--- src/rtl/pwm_peripheral_if.sv ---
// pwm_peripheral_if: control registers in, pin drive and period pulse out
interface pwm_peripheral_if;
  logic [7:0] en_reg_out_7_0;
  logic [7:0] en_reg_out_15_8;
  logic [7:0] en_reg_pwm_7_0;
  logic [7:0] en_reg_pwm_15_8;
  logic [7:0] pwm_duty_cycle;
  logic [15:0] out;
  logic period_start;
  modport master (
    output en_reg_out_7_0, en_reg_out_15_8, en_reg_pwm_7_0, en_reg_pwm_15_8, pwm_duty_cycle,
    input  out, period_start
  );
  modport slave (
    input  en_reg_out_7_0, en_reg_out_15_8, en_reg_pwm_7_0, en_reg_pwm_15_8, pwm_duty_cycle,
    output out, period_start
  );
endinterface

--- src/rtl/pwm_peripheral.sv ---
// pwm_peripheral: 16 pins forced low/high or driven by one shared glitch-free PWM
module pwm_peripheral #(
  parameter int CLK_DIV = 3000
) (
  input logic clk,
  input logic rst,
  pwm_peripheral_if.slave bus
);
  localparam int PW = (CLK_DIV > 1) ? $clog2(CLK_DIV) : 1;
  logic [PW-1:0] presc;
  logic [7:0] pwm_cnt, duty_sh, eff_duty;
  logic [15:0] en_out, en_pwm;
  logic tick, ps, pwm_level;
  assign en_out = {bus.en_reg_out_15_8, bus.en_reg_out_7_0};
  assign en_pwm = {bus.en_reg_pwm_15_8, bus.en_reg_pwm_7_0};
  assign tick = presc == PW'(CLK_DIV - 1);
  assign ps = (presc == '0) && (pwm_cnt == 8'd0);
  // duty is latched at period start so a mid-period write cannot cut a pulse short
  assign eff_duty = ps ? bus.pwm_duty_cycle : duty_sh;
  assign pwm_level = (eff_duty == 8'hFF) || (pwm_cnt < eff_duty);
  always_ff @(posedge clk) begin
    if (rst) begin
      presc <= '0;
      pwm_cnt <= 8'd0;
      duty_sh <= 8'd0;
      bus.out <= 16'h0000;
      bus.period_start <= 1'b0;
    end else begin
      presc <= tick ? '0 : presc + 1'b1;
      if (tick) pwm_cnt <= pwm_cnt + 8'd1;
      if (ps) duty_sh <= bus.pwm_duty_cycle;
      bus.out <= en_out & (~en_pwm | {16{pwm_level}});
      bus.period_start <= ps;
    end
  end
endmodule

--- src/flat_wrapper.sv ---
// flat-port wrapper written by rule: the top's interface ports become plain ports
module pwm_peripheral_flat 
#(
  parameter int CLK_DIV = 3000
)
  (clk, rst, bus_en_reg_out_7_0, bus_en_reg_out_15_8, bus_en_reg_pwm_7_0, bus_en_reg_pwm_15_8, bus_pwm_duty_cycle, bus_out, bus_period_start);
  pwm_peripheral_if bus_i ();
  input logic clk;
  input logic rst;
  input wire logic [$bits(bus_i.en_reg_out_7_0)-1:0] bus_en_reg_out_7_0;
  input wire logic [$bits(bus_i.en_reg_out_15_8)-1:0] bus_en_reg_out_15_8;
  input wire logic [$bits(bus_i.en_reg_pwm_7_0)-1:0] bus_en_reg_pwm_7_0;
  input wire logic [$bits(bus_i.en_reg_pwm_15_8)-1:0] bus_en_reg_pwm_15_8;
  input wire logic [$bits(bus_i.pwm_duty_cycle)-1:0] bus_pwm_duty_cycle;
  output wire logic [$bits(bus_i.out)-1:0] bus_out;
  output wire logic [$bits(bus_i.period_start)-1:0] bus_period_start;
  assign bus_i.en_reg_out_7_0 = bus_en_reg_out_7_0;
  assign bus_i.en_reg_out_15_8 = bus_en_reg_out_15_8;
  assign bus_i.en_reg_pwm_7_0 = bus_en_reg_pwm_7_0;
  assign bus_i.en_reg_pwm_15_8 = bus_en_reg_pwm_15_8;
  assign bus_i.pwm_duty_cycle = bus_pwm_duty_cycle;
  assign bus_out = bus_i.out;
  assign bus_period_start = bus_i.period_start;
  pwm_peripheral #(.CLK_DIV(CLK_DIV)) u_core (.clk(clk), .rst(rst), .bus(bus_i));
endmodule
--- config.mk ---
export PLATFORM = sky130hd
export DESIGN_NAME = pwm_peripheral_flat
export DESIGN_NICKNAME = d
export VERILOG_FILES = /design/src/rtl/pwm_peripheral_if.sv /design/src/rtl/pwm_peripheral.sv /design/src/flat_wrapper.sv
export SDC_FILE = /design/constraint.sdc
export NUM_CORES = 1
export LEC_CHECK = 0
export CAP_MARGIN = 20
export CORE_ASPECT_RATIO = 0.6
export CORE_MARGIN = 5
export CORE_UTILIZATION = 44
export CTS_BUF_LIST = sky130_fd_sc_hd__clkbuf_16
export CTS_CLUSTER_DIAMETER = 100
export CTS_CLUSTER_SIZE = 20
export DETAILED_ROUTE_END_ITERATION = 12
export PLACE_DENSITY = 0.82
export SLEW_MARGIN = 10
export SYNTH_ARGS = -nofsm -noshare
export SYNTH_HDL_FRONTEND = slang
export SYNTH_SLANG_ARGS = --single-unit
--- constraint.sdc ---
create_clock -name clk -period 2.9 [get_ports clk]
set_input_delay 0.58 -clock clk [delete_from_list [all_inputs] [get_ports clk]]
set_output_delay 0.58 -clock clk [all_outputs]
set_load 0.005 [all_outputs]
==> results by group <==
Power
  • Leakage: 1.38 nW
  • Max rail drop VDD: about 0.27 mV
  • Power per cell area: around 500 nW/um2

Die
  • Die height: about 66 um
  • # IOs: 59
  • Core box area: between 5000 and 6000 um2
  • Rows: 20
  • Starting density of the core: 45.5%
  • Die Area: 6820 um2
  • Die Span X: roughly 100 um

Setup path
  • Critical path startpoint category: flip-flop
  • Worst-path fanout max: 4
  • WP data required: just over 3000 ps
  • Max incr delay on CP: 330 ps
  • Crit-path slowest cell: dfxtp_2
  • Crit path arrival time: around 3100 ps
  • Type of the worst setup path: flip-flop to flip-flop
  • Crit end category: flip-flop
  • Worst path cell trace: inv_2 > ha_4 > nor3b_4 > nand3_2 > nor2_4 > mux2i_2 > ha_1 > a21o_1 > a21o_1 > a21oi_2 > a211oi_4 > buf_6 > a211o_1 > a41oi_2
  • Critical path's most frequent cell: a21o_1
  • CP Buf/Inv Count: 2
  • Cell family with most CP delay: compound AO/OA/AOI/OAI gates

Routing
  • Detailed-route via count: about 2,100
  • Post-DRT Antenna Nets: 0
  • WL final: approximately 6700 um
  • Post-route DRC: 0
  • Wire per inst: 17.4 um
  • Iter 0 DRT Violations: 113
  • Drt first pass iters: 4
  • Via/cell ratio: 5.47

Synth
  • Synth area leader: dfxtp_1
  • Library cells used by synthesis: 43
  • Cells after Synth: roughly 240
  • Syn nets: 291
  • Yosys warning total: 0
  • Ranking of synthesized cells by area: dfxtp_1 39%, a41oi_2 7.1%, a211o_1 6.1%
  • Primary FF master, synth: dfxtp_1
  • Syn Area/Cell: between 9 and 10 um2
  • Proportion of netlist area held by the largest area contributor: around two fifths
  • Post-synth ARST share: 0%
  • Post-synth EDFFs: 0
  • Post-synthesis sequential area ratio: between 30% and 40%
  • Post-Synthesis Cell Area: roughly 2300 um2
  • Synth Register Bits: 45

Global route
  • Via count of the first global-routing pass: roughly 2,100
  • Global-route wire length before repair: ~11,000 um
  • Grt ovf: 0
  • Antenna violations before repair: 0
  • GR Util All Layers: between 10% and 20%
  • Largest net degree at the start of global routing: 19

CTS
  • CTS H-tree depth: 2
  • Max Root-Sink Buffers: 2
  • CTS Buf Count: 5
  • CTS hold repair buffers: 0
  • Clk Latency, worst-skew pair: slightly below 300 ps
  • Clock sinks: 45
  • CTS root buffer: clkbuf_16
  • CTS clk-pin slew, worst paths: approximately 60 ps
  • CTS tree: done

Timing
  • Final Max Slew Viols: 0
  • RSZ-0062 raised after global routing: true
  • Slew @ Worst Pin: 1080 ps
  • Setup violations, final: 12
  • Period utilisation layout: 101%
  • Slew margin rel.: ~28%
  • Fin worst setup slack: -29.0 ps
  • Setup TNS: -179 ps
  • Final min period: about 2900 ps
  • Max Freq: 0.341 GHz
  • Final hold violation count: 0
  • Worst Skew: just under 8 ps

Placed design
  • Placed inst area: ~3000 um2
  • IO Port Bufs: 58
  • Dpl hpwl: ~4600 um
  • Gpl congestion: between 0.8 and 0.9

Layout
  • Commonest cells after routing, fill and taps aside: 58 x clkdlybuf4s50_1, 41 x dfxtp_1, 35 x nor2_1, 22 x inv_1, 20 x buf_4
  • Commonest non-fill, non-tap cell in the layout: clkdlybuf4s50_1
  • # fillers: roughly 380
  • Layout area overhead: 47.7%
  • Finished Cell Area: around 3400 um2
  • Share of cells above drive strength 1: between 20% and 30%
  • Nets: 369
  • Ant diodes: 0

Min path
  • Type of the worst min-delay path: flip-flop to flip-flop

Outcome
  • Failing checks: negative setup slack
  • Status: complete, but fails checks

Flow run
  • Max-cap violations: 0
## final cells by class
cell class              count  area (um2)  share of cell area, %
clock inverters             3        42.5                   1.25
multi-input cells         159        1360                   40.0
clock buffers               5         125                   3.69
inverters                  23        86.3                   2.54
flip-flops and latches     45         906                   26.7
well taps                  66        82.6                   2.43
repair buffers             83         796                   23.4
## routing by layer
| layer | vias up | track usage [%] | share of wire, % |
|---|---|---|---|
| met5 | - | 0 | 0 |
| met4 | 0 | 4.20 | 0.58 |
| met3 | 5 | 4.64 | 8.5 |
| met2 | 80 | 28.8 | 43 |
| met1 | 1007 | 29.3 | 48 |
| li1 | 1008 | - | - |
## report_power, final
part / internal (W) / switching (W)
combinational: 0.000170 / 0.000155
sequential: 0.000649 / 0.0000190
clock: 0.000405 / 0.000250
total: 0.00122 / 0.000424
## flip-flops by register name, indices dropped and copies added, names as in the netlist
register,count
u_core.bus.out,16
u_core.presc,12
u_core.duty_sh,8
u_core.pwm_cnt,8
u_core.bus.period_start,1
## timing repair
action,CTS,global route
endpoints found under the setup margin,16,16
gates cloned,0,1
gates resized for setup,7,20
buffers inserted,2,2
pin swaps,3,22
## cell usage after synthesis, types with 2 or more instances
cell type / count
a41oi_1: 6
and3_1: 2
nand4_1: 9
nand3_1: 9
a211o_1: 16
xor2_1: 10
a21oi_1: 3
nor2_1: 35
ha_1: 10
nand2_1: 8
a21o_1: 2
dfxtp_1: 45
xnor2_1: 7
a41oi_2: 10
inv_1: 23
buf_6: 3
nor3_1: 3
nor4_2: 2
clkbuf_1: 6
mux2i_1: 7
## logic make-up after synthesis
| kind of cell | after synthesis | synth area share, % |
|---|---|---|
| compound gates | 44 | 20.1 |
| buf+inv | 35 | 6.91 |
| fa+ha+maj | 10 | 5.44 |
| mux | 7 | 3.05 |
| flops | 45 | 39.2 |
| simple gates | 81 | 18.8 |
| xor+xnor | 17 | 6.48 |
## path summary, 6_finish.rpt
check	startpoint	endpoint	slack, ps	cells past startpoint
hold reg to reg	u_core.presc[0]$_SDFF_PP0_	u_core.presc[0]$_SDFF_PP0_	450	1
setup reg to reg	u_core.pwm_cnt[0]$_SDFFE_PP0P_	u_core.bus.out[15]$_SDFF_PP0_	-30	14
hold / removal	u_core.presc[0]$_SDFF_PP0_	u_core.presc[0]$_SDFF_PP0_	450	1
setup / recovery	u_core.pwm_cnt[0]$_SDFFE_PP0P_	u_core.bus.out[15]$_SDFF_PP0_	-30	14
## stage by stage
step           power (W)  utilization [%]  setup slack, ps  std cells  hold WS, ps
6_report         0.00165             67.2            -29.0        384          446
5_1_grt          0.00173             67.2             -190        384          466
4_1_cts          0.00163             65.1             4.97        381          467
3_5_place_dp    0.000969             60.6            -37.8        371          460
3_3_place_gp    0.000962             60.6             93.4        371          444
2_1_floorplan   0.000825                -             2.66        239          430
(Power assumes the default switching activity.)
